`config.mk`:
```
export PLATFORM = sky130hd
export DESIGN_NAME = mxv_sequencer
export DESIGN_NICKNAME = d
export VERILOG_FILES = /design/src/rtl/mxv_sequencer_pkg.sv /design/src/rtl/mxv_sequencer_pop_delay_line.sv /design/src/rtl/mxv_sequencer.sv
export SDC_FILE = /design/constraint.sdc
export NUM_CORES = 1
export LEC_CHECK = 0
export CORE_MARGIN = 1
export CORE_UTILIZATION = 53
export CTS_BUF_LIST = sky130_fd_sc_hd__clkbuf_2
export CTS_CLUSTER_SIZE = 25
export DETAILED_ROUTE_END_ITERATION = 6
export PLACE_DENSITY_LB_ADDON = 0.3
export SYNTH_ARGS = -nofsm -noshare
export SYNTH_HDL_FRONTEND = slang
export SYNTH_HIERARCHICAL = 1
export SYNTH_SLANG_ARGS = --single-unit
```
`constraint.sdc`:
```
create_clock -name clk -period 4.74 [get_ports clk]
set_input_delay 0.948 -clock clk [delete_from_list [all_inputs] [get_ports clk]]
set_output_delay 0.948 -clock clk [all_outputs]
set_load 0.01 [all_outputs]
```
`src/rtl/mxv_sequencer_pkg.sv`:
```
// Shared definitions for the matrix-vector sequencer: FSM state encoding
// and default datapath geometry.
package mxv_sequencer_pkg;

    localparam int MXV_ROWS    = 4;
    localparam int MXV_MAC_LAT = 2;

    typedef enum logic [2:0] {
        IDLE,
        CLEAR,
        FEED,
        DRAIN,
        EMIT,
        DONE
    } MXV_SEQ_STATE;

endpackage

```
`src/rtl/mxv_sequencer_pop_delay_line.sv`:
```
// Single-bit shift register delaying a pop/enable strobe by DEPTH cycles,
// with asynchronous reset and a synchronous clear for aborts.
module pop_delay_line #(
    parameter int DEPTH = 1
) (
    input  logic clk,
    input  logic reset,
    input  logic clear_i,
    input  logic d_i,
    output logic q_o
);

    logic [DEPTH-1:0] sr_q;
    logic [DEPTH-1:0] sr_d;

    if (DEPTH == 1) begin : g_one
        assign sr_d = d_i;
    end else begin : g_multi
        assign sr_d = {sr_q[DEPTH-2:0], d_i};
    end

    always_ff @(posedge clk or posedge reset) begin
        if (reset) begin
            sr_q <= '0;
        end else if (clear_i) begin
            sr_q <= '0;
        end else begin
            sr_q <= sr_d;
        end
    end

    assign q_o = sr_q[DEPTH-1];

endmodule

```
`src/rtl/mxv_sequencer.sv`:
```
// Sequencer for one N x N matrix-vector multiply: clear, feed, drain, emit.
// Define MXV_SEQ_PERF_EN to build the start-to-done cycle counter on perf_cycles.
module mxv_sequencer
    import mxv_sequencer_pkg::*;
#(
    parameter int ROWS    = MXV_ROWS,
    parameter int NW      = 4,
    parameter int MAC_LAT = MXV_MAC_LAT
) (
    input  logic            clk,
    input  logic            reset,
    input  logic            start,
    input  logic [NW-1:0]   n,
    input  logic            sync_clear,
    input  logic            out_ready,
    output logic            pop_vec,
    output logic [ROWS-1:0] row_pop,
    output logic            acc_clear,
    output logic [ROWS-1:0] acc_en,
    output logic            result_push,
    output logic [NW-1:0]   result_sel,
    output logic            busy,
    output logic            done,
    output logic [15:0]     perf_cycles
);

    localparam int CW = NW + 2;

    MXV_SEQ_STATE    state_q, state_d;
    logic [NW-1:0]   n_l_q, n_l_d;
    logic [CW-1:0]   cnt_q, cnt_d;
    logic [CW-1:0]   n_ext, n_clamp, feed_last, drain_last;
    logic [ROWS-1:0] stagger;

    assign n_ext      = CW'(n_l_q);
    assign n_clamp    = (CW'(n) > CW'(ROWS)) ? CW'(ROWS) : CW'(n);
    assign feed_last  = n_ext - CW'(1);
    // DRAIN lasts (n_l-1)+MAC_LAT cycles, so its last count is n_l+MAC_LAT-2
    assign drain_last = n_ext + CW'(MAC_LAT) - CW'(2);

    always_ff @(posedge clk or posedge reset) begin
        if (reset) begin
            state_q <= IDLE;
            n_l_q   <= '0;
            cnt_q   <= '0;
        end else begin
            state_q <= state_d;
            n_l_q   <= n_l_d;
            cnt_q   <= cnt_d;
        end
    end

    always_comb begin
        state_d = state_q;
        n_l_d   = n_l_q;
        cnt_d   = cnt_q;
        case (state_q)
            IDLE: begin
                if (start) begin
                    n_l_d   = n_clamp[NW-1:0];
                    cnt_d   = '0;
                    state_d = (n_clamp == '0) ? DONE : CLEAR;
                end
            end
            CLEAR: begin
                cnt_d   = '0;
                state_d = FEED;
            end
            FEED: begin
                if (cnt_q == feed_last) begin
                    cnt_d   = '0;
                    state_d = DRAIN;
                end else begin
                    cnt_d = cnt_q + CW'(1);
                end
            end
            DRAIN: begin
                if (cnt_q == drain_last) begin
                    cnt_d   = '0;
                    state_d = EMIT;
                end else begin
                    cnt_d = cnt_q + CW'(1);
                end
            end
            EMIT: begin
                if (out_ready) begin
                    if (cnt_q == feed_last) begin
                        cnt_d   = '0;
                        state_d = DONE;
                    end else begin
                        cnt_d = cnt_q + CW'(1);
                    end
                end
            end
            DONE:    state_d = IDLE;
            default: state_d = IDLE;
        endcase
        if (sync_clear) begin
            state_d = IDLE;
            cnt_d   = '0;
        end
    end

    always_comb begin
        pop_vec     = (state_q == FEED);
        acc_clear   = (state_q == CLEAR);
        result_push = (state_q == EMIT) && out_ready;
        result_sel  = (state_q == EMIT) ? cnt_q[NW-1:0] : '0;
        busy        = (state_q != IDLE);
        done        = (state_q == DONE);
    end

    // Row k pops k cycles after the vector pop; rows beyond n_l are masked
    assign stagger[0] = pop_vec;
    assign row_pop[0] = pop_vec;

    for (genvar gi = 1; gi < ROWS; gi++) begin : g_stagger
        pop_delay_line #(.DEPTH(1)) u_stagger (
            .clk     (clk),
            .reset   (reset),
            .clear_i (sync_clear),
            .d_i     (stagger[gi-1]),
            .q_o     (stagger[gi])
        );
        assign row_pop[gi] = stagger[gi] & (CW'(gi) < n_ext);
    end

    for (genvar gi = 0; gi < ROWS; gi++) begin : g_acc
        pop_delay_line #(.DEPTH(MAC_LAT)) u_acc (
            .clk     (clk),
            .reset   (reset),
            .clear_i (sync_clear),
            .d_i     (row_pop[gi]),
            .q_o     (acc_en[gi])
        );
    end

`ifdef MXV_SEQ_PERF_EN
    logic [15:0] perf_cnt_q, perf_cnt_d;
    logic [15:0] perf_q, perf_d;

    always_ff @(posedge clk or posedge reset) begin
        if (reset) begin
            perf_cnt_q <= '0;
            perf_q     <= '0;
        end else begin
            perf_cnt_q <= perf_cnt_d;
            perf_q     <= perf_d;
        end
    end

    // Count includes the start-accept cycle and the DONE cycle itself
    always_comb begin
        perf_cnt_d = perf_cnt_q;
        perf_d     = perf_q;
        if (state_q == IDLE) begin
            if (start) perf_cnt_d = 16'd1;
        end else if (perf_cnt_q != 16'hFFFF) begin
            perf_cnt_d = perf_cnt_q + 16'd1;
        end
        if ((state_q == DONE) && !sync_clear) begin
            perf_d = (perf_cnt_q == 16'hFFFF) ? perf_cnt_q : perf_cnt_q + 16'd1;
        end
        if (sync_clear) perf_cnt_d = '0;
    end

    assign perf_cycles = perf_q;
`else
    assign perf_cycles = '0;
`endif

endmodule

```
==> flow_metrics.tcl <==
set metrics [dict create \
    num_vias 1139 \
    htree_levels 1 \
    clock_sinks 24 \
    worst_slew_pin_slew_ns 1.03 \
    overflow 0 \
    cts_inserted_buffers 3 \
    arrival_ns 2.22 \
    internal_power_w 0.000380 \
    min_from "g_acc[2].u_acc/sr_q[0]" \
    cts_max_path_buffers 2 \
    fp.dieH_um 55.7 \
    worstSetupPathType "input pin to primary output" \
    status "completed" \
    met1_usage 0.257 \
    core_um2 2730 \
    syn-mean-instance-area_um2 9.27 \
    ys_ff_latch 24 \
    finalPower_w 0.000632 \
    rsz0062_at_grt "no" \
    max_freq_mhz 316 \
    grtUsageMet2 0.305 \
    ios 42 \
    synth_top_flop_cell "dfrtp_1" \
    grt_max_degree 26 \
    crit_required_ns 3.79 \
    drtIter0Drc 28 \
    area_delta_synth_final_pct 13.8 \
    comb_power_share 0.439 \
    netSwitchingFraction 0.400 \
    whs_ns 0.490 \
    slew_violations 0 \
    pwr-share-clk 0.129 \
    min_period_ns 3.16 \
    synth_cells 165 \
    grt_pass1_vias 978 \
    grt_first_pass_wirelength_um 4620 \
    drive_above_1_share 0.0642 \
    max_slew_margin 0.310 \
    synth_edf_count 0 \
    placedCellCount 214 \
    met3_usage 0.0395 \
    antenna_found_initial 0 \
    drtAntennaViolNets 0 \
    top_usage_layer "met2" \
    die_x_um 55.7 \
    synth_top_family_by_area "simple AND/OR/NAND/NOR gates" \
    drc_errors 0 \
    synthMuxAreaShare 0.0213 \
    diodes 0 \
    synthXorXnorAreaFrac 0.0516 \
    start_util 0.559 \
    die_area_um2 3100 \
    hold_path_depth 1 \
    clk_pin_slew_ns 0.22 \
    synth-seq-area-share 0.393 \
    totalWireLength_um 2810 \
    worstPathMaxFanout 4 \
    r2r.worst_path.cells 7 \
    finClkSkew_ns 0.00537 \
    first_pass_iters 4 \
    fill_cells 241 \
    stdcell_count 218 \
    ys_async_sr_fraction 1.00 \
    hold_viol_final 0 \
    grt.total_usage 0.192 \
    p_leak_nw 0.789 \
    hp-class "flip-flop to flip-flop" \
    gp_congestion 0.817 \
    viasPerCell 5.22 \
    postCtsSetupRepairBufs 0 \
    place_hpwl_um 2060 \
    synth_simple_gate_area_frac 0.231 \
    synth.distinct_cells 42 \
    syn_area_um2 1530 \
    synth_compound_area_frac 0.134 \
    maxCapViolations 0 \
    p_per_area_nw_per_um2 363 \
    tns_ns 0 \
    cts_tree "built" \
    startpoint_type "input pin" \
    cts_hold_buf 0 \
    wire_per_inst_um 12.9 \
    fin_nets 201 \
    crit_path_start "out_ready" \
    synthAdderAreaFrac 0.0327 \
    std_cell_rows 19 \
    power.switching_w 0.000253 \
    fin_crit_sh 0.668 \
    cts_resized 0 \
    final_util 0.637 \
    clock_latency_ns 0.35 \
    port_buffers 25 \
    ir_worst_vdd_uv 265 \
    yosysWarningCount 6 \
    end_kind "primary output" \
    p_seq_frac 0.432 \
    setup_viol 0 \
    r2r-start "n_l_q[0]" \
    root_buffer "clkbuf_2" \
]
-- per-stage QoR --
step	instance area, um^2	worst slack [ns]
3_3_place_gp	1720	1.59
2_1_floorplan	1590	2.47
3_5_place_dp	1720	1.59
4_1_cts	1740	1.56
5_1_grt	1740	1.47
6_report	1740	1.58
-- sequential cells by signal, summed over array words and instances, names as in the netlist --
name                     flops
n_l_q                        4
cnt_q                        6
state_q                      3
g_stagger.u_stagger/q_o      3
g_acc.u_acc/sr_q             8
-- power groups by stage --
stage	Sequential (W)	Clock, W	Combinational (W)
after floorplan	0.000254	0	0.000226
after global placement	0.000274	0	0.000269
after detailed placement	0.000277	0	0.000278
after CTS	0.000273	0.0000849	0.000279
after global routing	0.000280	0.0000926	0.000306
final	0.000274	0.0000813	0.000278
-- critical path: stages --
cell,delay [ns]
clkdlybuf4s50_1,0.45
nand2_1,0.09
nor3_1,0.16
clkdlybuf4s50_1,0.56
-- routing by layer --
metal	up-vias	part of all wire
met5	-	0
met4	0	0.014
met3	4	0.049
met2	30	0.47
met1	535	0.46
li1	570	-
-- worst paths after layout --
check / to / slack (ns)
hold reg to reg: g_acc[2].u_acc/sr_q[1] / 0.49
setup / recovery: result_push / 1.58
max in group asynchronous: n_l_q[2] / 3.29
hold / removal: g_acc[2].u_acc/sr_q[1] / 0.49
setup reg to reg: state_q[2] / 2.38
min in group asynchronous: g_stagger[1].u_stagger/q_o / 0.87
-- placed cells by master (no fill, tap or decap), drive strengths merged, types with 3 or more instances in the layout --
cell | synthesis | routed
a211oi | 5 | 5
a21oi | 4 | 4
and3 | 7 | 7
clkbuf | 3 | 3
clkdlybuf4s50 | 0 | 25
conb | 1 | 16
dfrtp | 24 | 24
ha | 4 | 4
inv | 12 | 12
nand2 | 13 | 13
nand2b | 3 | 3
nand3 | 3 | 3
nor2 | 8 | 8
nor2b | 13 | 13
nor3 | 3 | 3
o21ai | 7 | 7
o32ai | 3 | 3
xnor2 | 6 | 6
xor2 | 3 | 3
-- cell usage after synthesis (2+ instances only) --
master    instances  area share
xor2_1            3       0.017
o21ai_0           7       0.023
a211oi_1          4       0.020
and2_1            2      0.0082
a31oi_1           2      0.0082
nor3_1            3      0.0098
nor2b_1          10       0.041
nor2b_4           3       0.027
ha_1              4       0.033
clkbuf_1          3      0.0074
o32ai_1           3       0.017
nand3_1           3      0.0098
a21oi_1           4       0.013
buf_2             2      0.0065
nor4_1            2      0.0082
xnor2_1           6       0.034
and3_1            7       0.029
dfrtp_1          24        0.39
nand2b_1          3       0.012
inv_1            12       0.029
nor2_1            8       0.020
nand2_1          13       0.032
buf_4            17       0.083
nor3b_1           2      0.0098
-- kinds of logic after synthesis --
group | Yosys count
buf+inv | 35
compound gates | 28
flops | 24
fa+ha+maj | 4
simple gates | 61
xor+xnor | 9
mux | 3
other cells | 1
-- layout make-up --
| class | count | area [um^2] | share of cell area |
|---|---|---|---|
| Inverter | 12 | 45.0 | 0.0259 |
| Timing Repair Buffer | 26 | 258 | 0.148 |
| Multi-Input combinational cell | 121 | 779 | 0.448 |
| Sequential cell | 24 | 601 | 0.345 |
| Clock inverter | 1 | 3.75 | 0.00216 |
| Clock buffer | 3 | 15.0 | 0.00863 |
| Tap cell | 31 | 38.8 | 0.0223 |
No activity file was read; power rests on OpenSTA's default activity.
